## config.mk

```make
export PLATFORM = sky130hd
export DESIGN_NAME = rr_arbiter_4req
export DESIGN_NICKNAME = d
export VERILOG_FILES = /design/src/rtl/arb_pkg.sv /design/src/rtl/rr_pick_4.sv /design/src/rtl/rr_arbiter_4req.sv
export SDC_FILE = /design/constraint.sdc
export NUM_CORES = 1
export LEC_CHECK = 0
export CAP_MARGIN = 20
export CORE_MARGIN = 5
export CORE_UTILIZATION = 43
export CTS_CLUSTER_SIZE = 10
export DETAILED_ROUTE_END_ITERATION = 16
export PLACE_DENSITY_LB_ADDON = 0.2
export SLEW_MARGIN = 20
export SYNTH_ARGS = -nofsm -noshare
export SYNTH_HDL_FRONTEND = slang
export SYNTH_SLANG_ARGS = --single-unit
```

## constraint.sdc

```tcl
create_clock -name i_clk -period 3.25 [get_ports i_clk]
set_input_delay 0.65 -clock i_clk [delete_from_list [all_inputs] [get_ports i_clk]]
set_output_delay 0.65 -clock i_clk [all_outputs]
set_load 0.01 [all_outputs]
```

## src/rtl/arb_pkg.sv

```systemverilog
// Shared types and constants for the 4-source round-robin arbiter.
// Holds the state encoding, sizes and the one-hot helper.
package arb_pkg;

    typedef enum logic [0:0] {
        S_IDLE = 1'b0,
        S_HOLD = 1'b1
    } arb_state_e;

    localparam int NUM_REQ = 4;
    localparam int SEL_W   = 2;

    function automatic logic [NUM_REQ-1:0] onehot(input logic [SEL_W-1:0] idx);
        logic [NUM_REQ-1:0] v;
        v      = '0;
        v[idx] = 1'b1;
        return v;
    endfunction

endpackage

```

## src/rtl/rr_pick_4.sv

```systemverilog
// Combinational round-robin pick: first set request at or after ptr.
// Rotates the request vector so a fixed priority encoder can be used.
module rr_pick_4
    import arb_pkg::*;
(
    input  logic [NUM_REQ-1:0] i_req,
    input  logic [SEL_W-1:0]   i_ptr,
    output logic               o_any,
    output logic [SEL_W-1:0]   o_idx
);

    logic [2*NUM_REQ-1:0] dbl;
    logic [NUM_REQ-1:0]   rot;
    logic [SEL_W-1:0]     off;

    assign dbl = {i_req, i_req};
    assign rot = dbl[i_ptr +: NUM_REQ];

    // lowest set bit of the rotated vector is the offset from ptr
    always_comb begin
        off = '0;
        for (int k = NUM_REQ - 1; k >= 0; k--) begin
            if (rot[k]) off = SEL_W'(k);
        end
    end

    assign o_any = |i_req;
    assign o_idx = i_ptr + off;

endmodule

```

## src/rtl/rr_arbiter_4req.sv

```systemverilog
// Round-robin arbiter: 4 requesters into one registered output entry.
// Grant pulses when a payload is captured; ptr moves past the winner.
module rr_arbiter_4req
    import arb_pkg::*;
#(
    parameter int DATA_W = 2
) (
    input  logic               i_clk,
    input  logic               i_reset,
    input  logic               i_flush,
    input  logic [NUM_REQ-1:0] i_req,
    input  logic [DATA_W-1:0]  i_data0,
    input  logic [DATA_W-1:0]  i_data1,
    input  logic [DATA_W-1:0]  i_data2,
    input  logic [DATA_W-1:0]  i_data3,
    output logic [NUM_REQ-1:0] o_grant,
    output logic [SEL_W-1:0]   o_sel,
    output logic               o_valid,
    output logic [DATA_W-1:0]  o_data,
    input  logic               i_ready
);

    arb_state_e          state;
    logic [SEL_W-1:0]    ptr;
    logic [SEL_W-1:0]    win;
    logic                any;
    logic                slot_free;
    logic [DATA_W-1:0]   win_data;

    rr_pick_4 u_pick (
        .i_req (i_req),
        .i_ptr (ptr),
        .o_any (any),
        .o_idx (win)
    );

    // payload mux steered by the picked index
    always_comb begin
        win_data = '0;
        unique case (win)
            2'd0: win_data = i_data0;
            2'd1: win_data = i_data1;
            2'd2: win_data = i_data2;
            2'd3: win_data = i_data3;
        endcase
    end

    assign slot_free = (state == S_IDLE) | (o_valid & i_ready);

    // output stage, state, rotation pointer and one-cycle grant pulse
    always_ff @(posedge i_clk or posedge i_reset) begin
        if (i_reset) begin
            state   <= S_IDLE;
            ptr     <= '0;
            o_valid <= 1'b0;
            o_data  <= '0;
            o_sel   <= '0;
            o_grant <= '0;
        end else begin
            o_grant <= '0;
            if (i_flush) begin
                o_valid <= 1'b0;
                state   <= S_IDLE;
            end else if (slot_free) begin
                if (any) begin
                    o_data  <= win_data;
                    o_sel   <= win;
                    o_valid <= 1'b1;
                    o_grant <= onehot(win);
                    ptr     <= win + SEL_W'(1);
                    state   <= S_HOLD;
                end else begin
                    o_valid <= 1'b0;
                    state   <= S_IDLE;
                end
            end
        end
    end

endmodule

```

==> impl_metrics.env, run 1 <==
export IMPL_run_status="finished clean"
export IMPL_detail_route_drc_violations=0
export IMPL_synth_cell_area_um2=702
export IMPL_timing_final_crit_share_pct=94.2
export IMPL_cts_bufs_inserted=3
export IMPL_setup_total_negative_slack_ps=0
export IMPL_syn_instance_count=78
export IMPL_power_mw=0.862
export IMPL_synth_seq_area_share_pct=39.2
export IMPL_antenna_violations_before_repair=0
export IMPL_drt_first_pass_iters=4
export IMPL_final_hold_worst_slack_ps=477
export IMPL_skew_ps=4.80
export IMPL_final_critical_delay_including_setup_and_external_delays_ps=3060
export IMPL_fmax_mhz=327
export IMPL_die_w_um=50.4
export IMPL_unrepaired_setup_endpoints_after_global_routing="no"
export IMPL_via_count_of_the_first_global_routing_pass=593
export IMPL_finalWorstSetupSlack_ps=188
export IMPL_relSlewSlack_pct=65.1
export IMPL_dominant_register_cell_in_the_synthesized_netlist="dfrtp_1"
export IMPL_power_per_cell_area_mw_per_mm2=829
export IMPL_stdcell_count=128
export IMPL_finalSetupViolations=0
export IMPL_area_growth_synth_to_final_pct=48.1
export IMPL_worst_path_buf_inv=1
export IMPL_seqCellArea_um2=275
export IMPL_slowest_stage="clkdlybuf4s50_1"
export IMPL_ys_types=28
export IMPL_port_buffers=24
export IMPL_grt_remaining_overflow=0
export IMPL_timing_max_transition_violations_final=0
export IMPL_via_count=648
export IMPL_synth_edff_count=0
export IMPL_finalCoreUtilization_pct=68.2
export IMPL_cts_root_to_sink_buffers=2
export IMPL_max_cap_violations=0
export IMPL_io_pins=25
export IMPL_tightest_slew_ps=520
export IMPL_multi_input_area_um2=393
export IMPL_cts_sink_count=11
export IMPL_yosysWarnings=0
export IMPL_timing_hold_violations_final=0
export IMPL_die_height_um=50.4
export IMPL_hp_start="o_data[1]$_DFFE_PP0P_"
export IMPL_fin_area_mm2=0.00104
export IMPL_cp_data_required_time_ps=3380
export IMPL_drtAntennaViolNets=0
export IMPL_crit_fanout=4
export IMPL_diodes=0
export IMPL_place_congestion=0.719
export IMPL_fp_dieArea_mm2=0.00254
export IMPL_clock_latency_ps=260
export IMPL_clockRootBuffer="clkbuf_4"
export IMPL_yosys_register_bits=11
export IMPL_slowest_delay_ps=510
export IMPL_clock_edge_transition_at_the_registers_on_the_reported_setup_and_hold_paths_ps=60
export IMPL_hold_path_class="reg -> reg"
export IMPL_core_rowCount=14
export IMPL_startpoint="i_req[3]"
export IMPL_worstPathCellList="clkdlybuf4s50_1 > nor2_1 > or4_1 > o2111ai_1 > ha_1 > xnor2_1 > a21oi_1 > or2_1 > ha_1 > a222oi_1 > nor2_1 > a21oi_1 > o21ai_0"
export IMPL_global_route_wire_length_before_repair_um=2550
export IMPL_end_kind="register"
export IMPL_place_ws_ps=-99.1
export IMPL_syn_num_nets=100
export IMPL_wire_per_inst_um=11.7
export IMPL_placement_cell_area_mm2=0.00101
export IMPL_share_of_cells_above_drive_strength_1_pct=13.4
export IMPL_cts_tree="done"
export IMPL_mapped_avg_cell_area_um2=9.00
export IMPL_core_area_mm2=0.00152
export IMPL_cpLargestDelayFamily="simple AND/OR/NAND/NOR gates"
export IMPL_timing_critical_path_arrival_ps=3200
export IMPL_hpwlAfterDp_um=1240
export IMPL_power_leakage_nw=0.474
export IMPL_grt_max_degree=12
export IMPL_worst_ir_drop_vdd_uv=532
export IMPL_asyncSetResetFlopFracSynth_pct=100
export IMPL_post_drt_via_cell_ratio=5.06
export IMPL_reg2reg_from="ptr[0]$_DFFE_PP0P_"
export IMPL_floorplan_initialDensity_pct=46.1
export IMPL_critical_path_startpoint_type="primary input"
export IMPL_dpl_cell_count=124
export IMPL_detail_route_wirelength_um=1500
export IMPL_final_fill_count=134
export IMPL_htree_num_levels=1
export IMPL_path_class="in -> reg"
export IMPL_drtIter0Drc=14
export IMPL_design_final_nets=135
export IMPL_gr_usage_total_pct=12.5
[cells in the mapped netlist, drive strengths merged (2+ instances only)]
master | count | area, um2
nor4b | 2 | 17.5
dfrtp | 11 | 275
and2 | 4 | 25.0
o21ai | 5 | 25.0
nor2b | 2 | 12.5
a21oi | 6 | 30.0
a222oi | 2 | 20.0
inv | 2 | 7.51
nor3 | 3 | 15.0
ha | 6 | 75.1
nand2 | 6 | 22.5
buf | 3 | 21.3
nor2 | 12 | 45.0
[sequential cells by signal, summed over array words and instances, names as in the netlist]
signal,count
o_sel,2
o_data,2
ptr,2
o_grant,4
state,1
[kinds of logic (layout without fill, tap and decap cells)]
logic type / Yosys count / count (layout) / share of synthesized area, %
adder cells (fa/ha/maj): 6 / 6 / 10.7
XOR/XNOR: 1 / 1 / 1.25
buffers and inverters: 6 / 40 / 4.81
AO/OA/AOI/OAI: 17 / 17 / 15.9
AND/OR/NAND/NOR: 37 / 37 / 28.2
flip-flops: 11 / 11 / 39.2
[power breakdown]
group / leakage, nW / internal (mW) / switching [mW]
Clock: 0.0150 / 0.0474 / 0.0415
Combinational: 0.319 / 0.294 / 0.242
Sequential: 0.140 / 0.193 / 0.0443
[worst register-to-register path: cells and delay by family, from the launching register on]
family	cells	cell delay [ps]
AOI/OAI and AO/OA	5	690
xor gates and xnor gates	1	130
adders and majority gates	2	420
DFF	1	490
and+or+nand+nor	3	880
[metal layers]
layer  GRT usage (%)  vias up  routed length (um)  part of all wire, %
met5               0        -                   0                    0
met4            1.28        0                   0                    0
met3            4.73        0                 109                  7.3
met2            19.9       17                 699                   47
met1            16.7      286                 689                   46
li1                -      345                   -                    -
[cells in the final DEF (no fill, tap or decap)]
cell type	Yosys	final
nor3b_1	1	1
or4_1	1	1
o211ai_1	1	1
nor4b_1	2	2
or2_1	1	1
a21oi_1	6	6
dfrtp_1	11	11
nor2b_1	2	2
ha_1	6	6
clkbuf_1	0	1
clkbuf_4	0	3
clkdlybuf4s50_1	0	23
and3b_1	1	1
o31ai_2	1	1
o21ai_0	5	5
o21bai_1	1	1
o2111ai_1	1	1
nor3_1	3	3
inv_1	2	2
nor4_1	1	1
dlymetal6s2s_1	0	1
and3_4	1	1
nand2b_1	1	1
or3_1	1	1
and2_1	4	4
nor2_1	12	12
nand2_1	6	6
xnor2_1	1	1
buf_4	0	10
a222oi_1	2	2
[final timing paths]
path / end / depth (start not counted) / slack, ps
max in group asynchronous: o_grant[0]$_DFF_PP0_ / 2 / 2280
worst min register to register: o_data[1]$_DFFE_PP0P_ / 2 / 480
min in group asynchronous: ptr[1]$_DFFE_PP0P_ / 2 / 670
worst min-delay path: o_data[1]$_DFFE_PP0P_ / 2 / 480
worst max register to register: o_data[1]$_DFFE_PP0P_ / 11 / 510
worst max-delay path: o_data[1]$_DFFE_PP0P_ / 13 / 190
[area by class of cell]
type                    instances  share of cell area, %
multi-input cells              61                   37.8
repair buffers                 34                   30.6
flip-flops and latches         11                   26.5
clock buffers                   4                   2.53
well taps                      16                   1.93
inverters                       2                  0.722
[what timing repair did]
| action | CTS | global route |
|---|---|---|
| buffers inserted | 0 | 0 |
| setup endpoints to repair | 0 | 1 |
| hold endpoints to repair | 0 | 0 |
| hold buffers | 0 | 0 |
| gates resized for setup | 0 | 1 |
Power figures use the tool's default switching activity.
==> run 2, diff against run 1 <==
Settings changed: CTS_CLUSTER_DIAMETER from default to 60.
==> results of run 2 <==
No change in the layout: final DEF, timing and power equal those of run 1.
==> run 3, diff against run 2 <==
Settings changed: SLEW_MARGIN 20 to default, SYNTH_HIERARCHICAL from default to 1.
==> run 3 against run 2 <==
Effect of this change: sequential share of layout area fell by 0.92 points; total power rose by 19%; hold slack better by 37 ps; cell count down 10%; die area is 0.71% lower; combinational power increased by 29%; synthesized cell count decreased by 22%; non-clock buffer count unchanged; clock skew about the same; count of clock-buffer cells in the layout unchanged; worst setup slack better by 48 ps; highest routed layer unchanged.
==> impl_metrics.env, run 3 <==
export IMPL_max_flop_register="o_grant"
export IMPL_drtAntennaViolNets=0
export IMPL_detail_route_wirelength_um=1510
export IMPL_global_route_wire_length_before_repair_um=2620
export IMPL_final_critical_delay_including_setup_and_external_delays_ps=3010
export IMPL_antenna_violations_before_repair=0
export IMPL_proportion_of_netlist_area_held_by_the_largest_area_contributor_pct=39.6
export IMPL_place_congestion=0.679
export IMPL_via_count_of_the_first_global_routing_pass=609
export IMPL_yosys_register_bits=11
export IMPL_critical_path_startpoint_type="primary input"
export IMPL_ys_types=23
export IMPL_clock_latency_ps=260
export IMPL_cts_hold_fix_buffers=0
export IMPL_yosys_area_top_type="dfrtp_1"
export IMPL_synth_edff_count=0
export IMPL_diodes=0
export IMPL_clock_edge_transition_at_the_registers_on_the_reported_setup_and_hold_paths_ps=60
export IMPL_seqCellArea_um2=275
export IMPL_timing_max_transition_violations_final=0
export IMPL_dpl_cell_count=110
export IMPL_drtIter0Drc=10
export IMPL_power_leakage_nw=0.514
export IMPL_multi_input_area_um2=413
export IMPL_worst_ir_drop_vdd_uv=717
export IMPL_hold_path_class="reg -> reg"
export IMPL_via_count=583
export IMPL_share_of_cells_above_drive_strength_1_pct=28.3
export IMPL_path_class="in -> reg"
export IMPL_synthTopCellsByArea="dfrtp_1, ha_1, mux2_2, mux2i_1, and2_2"
export IMPL_cts_sink_count=11
export IMPL_finalCoreUtilization_pct=70.7
export IMPL_dominant_register_cell_in_the_synthesized_netlist="dfrtp_1"
export IMPL_met2_usage_pct=21.3
export IMPL_pwr_share_seq_pct=23.8
export IMPL_p_clk_share_pct=8.6
export IMPL_timing_final_crit_share_pct=92.8
export IMPL_fp_dieArea_mm2=0.00252
export IMPL_largest_family_of_logic_cells_by_synthesized_area="simple AND/OR/NAND/NOR gates"
export IMPL_asyncSetResetFlopFracSynth_pct=100
export IMPL_stdcell_count=115
export IMPL_relSlewSlack_pct=69.7
export IMPL_post_drt_via_cell_ratio=5.07
export IMPL_post_synth_fa_ha_maj_area_fraction_pct=10.8
export IMPL_grt_max_degree=12
export IMPL_timing_hold_violations_final=0
export IMPL_core_rowCount=14
export IMPL_port_buffers=24
export IMPL_gr_usage_total_pct=13.2
export IMPL_drt_first_pass_iters=4
export IMPL_top_usage_layer="met2"
export IMPL_syn_num_nets=83
export IMPL_unrepaired_setup_endpoints_after_global_routing="no"
export IMPL_finalWorstSetupSlack_ps=235
export IMPL_synth_common_cells="dfrtp_1, ha_1, inv_1, mux2_2, and2_2"
export IMPL_hpwlAfterDp_um=1230
export IMPL_place_ws_ps=-167
export IMPL_timing_critical_path_arrival_ps=3170
export IMPL_mostFrequentLayoutCells="clkdlybuf4s50_1, dfrtp_1, buf_4"
export IMPL_wire_per_inst_um=13.1
export IMPL_clockRootBuffer="clkbuf_4"
export IMPL_post_synthesis_compound_gate_area_fraction_pct=11.3
export IMPL_max_cap_violations=0
export IMPL_io_pins=25
export IMPL_skew_ps=5.26
export IMPL_final_fill_count=120
export IMPL_syn_instance_count=61
export IMPL_comb_power_share_pct=67.6
export IMPL_cp_data_required_time_ps=3400
export IMPL_largest_register_ffs=4
export IMPL_die_w_um=50.2
export IMPL_grt_use_met3_pct=5.92
export IMPL_mapped_avg_cell_area_um2=11.4
export IMPL_detail_route_drc_violations=0
export IMPL_cts_tree="done"
export IMPL_die_height_um=50.2
export IMPL_end_kind="register"
export IMPL_crit_fanout=4
export IMPL_area_growth_synth_to_final_pct=54.9
export IMPL_synth_cell_area_um2=696
export IMPL_finalSetupViolations=0
export IMPL_htree_num_levels=1
export IMPL_post_synth_and_or_nand_nor_area_fraction_pct=16.9
export IMPL_synth_seq_area_share_pct=39.6
export IMPL_cts_root_to_sink_buffers=2
export IMPL_tightest_slew_ps=453
export IMPL_final_common_cell="clkdlybuf4s50_1"
export IMPL_run_status="finished clean"
export IMPL_net_switching_power_mw=0.365
export IMPL_switching_share_pct=35.6
export IMPL_p_int_mw=0.661
export IMPL_yosysWarnings=6
export IMPL_floorplan_initialDensity_pct=45.6
export IMPL_core_area_mm2=0.00152
export IMPL_power_per_cell_area_mw_per_mm2=953
export IMPL_design_final_nets=122
export IMPL_synth_mux_area_share_pct=15.6
export IMPL_post_synth_xor_area_fraction_pct=2.52
export IMPL_fmax_mhz=332
export IMPL_cts_bufs_inserted=3
export IMPL_most_numerous_cell_in_the_yosys_netlist="dfrtp_1"
export IMPL_grt_remaining_overflow=0
export IMPL_grt_met1_use_pct=16.7
run 3: stage by stage:
step | cell area [um2] | setup TNS (ps) | power [mW] | hold WS, ps
finish | 1080 | 0 | 1.03 | 515
global route | 1080 | 0 | 1.13 | 557
CTS | 1050 | 0 | 0.988 | 519
detailed placement | 1020 | -330 | 0.893 | 499
global placement | 1020 | -302 | 0.866 | 490
floorplan | 696 | 0 | 0.611 | 502
run 3: power by group through the flow:
stage	combinational, mW	sequential, mW	clock [mW]
after floorplan	0.348	0.263	0
after global placement	0.624	0.242	0
after detailed placement	0.648	0.246	0
after CTS	0.651	0.243	0.0930
after global routing	0.771	0.256	0.102
final	0.694	0.245	0.0880
run 3: routing by layer:
metal	vias to the layer above	wire (um)	part of all wire (%)
met2	16	723	48
met3	0	102	6.8
met1	274	683	45
li1	293	-	-
met5	-	0	0
met4	0	0	0
run 3: cells by family after synthesis:
logic type,after synthesis
AND/OR/NAND/NOR,17
flip-flops,11
multiplexers,10
AO/OA/AOI/OAI,9
buffers and inverters,6
adder cells (fa/ha/maj),6
XOR/XNOR,2
run 3: final cells by class:
| cell class | count | share of cell area (%) |
|---|---|---|
| Multi-Input combinational cell | 44 | 38.3 |
| Timing Repair Buffer | 34 | 29.7 |
| Sequential cell | 11 | 25.6 |
| Clock buffer | 4 | 2.44 |
| Inverter | 6 | 2.09 |
| Tap cell | 16 | 1.86 |
run 3: worst max-delay path, stage by stage:
cell	delay (ps)
clkdlybuf4s50_1	450
inv_1	100
a2bb2oi_1	160
o211ai_1	100
o21a_1	120
ha_1	220
xnor2_2	150
xnor2_2	250
inv_1	90
ha_1	220
a222oi_1	270
mux2i_1	120
mux2_2	270
run 3: worst paths after layout:
kind	from	to	slack (ps)	cells past startpoint
max in group asynchronous	i_reset	state$_DFFE_PP0P_	2280	2
worst max-delay path	i_req[0]	o_data[1]$_DFFE_PP0P_	240	13
worst min register to register	o_sel[0]$_DFFE_PP0P_	o_sel[0]$_DFFE_PP0P_	510	1
min in group asynchronous	i_reset	ptr[1]$_DFFE_PP0P_	690	2
worst min-delay path	o_sel[0]$_DFFE_PP0P_	o_sel[0]$_DFFE_PP0P_	510	1
worst max register to register	ptr[1]$_DFFE_PP0P_	o_data[1]$_DFFE_PP0P_	600	12
run 3: repair_timing:
item,4_1_cts,5_1_grt
gates resized for setup,0,4
setup buffers,0,1
endpoints found under the setup margin,0,2
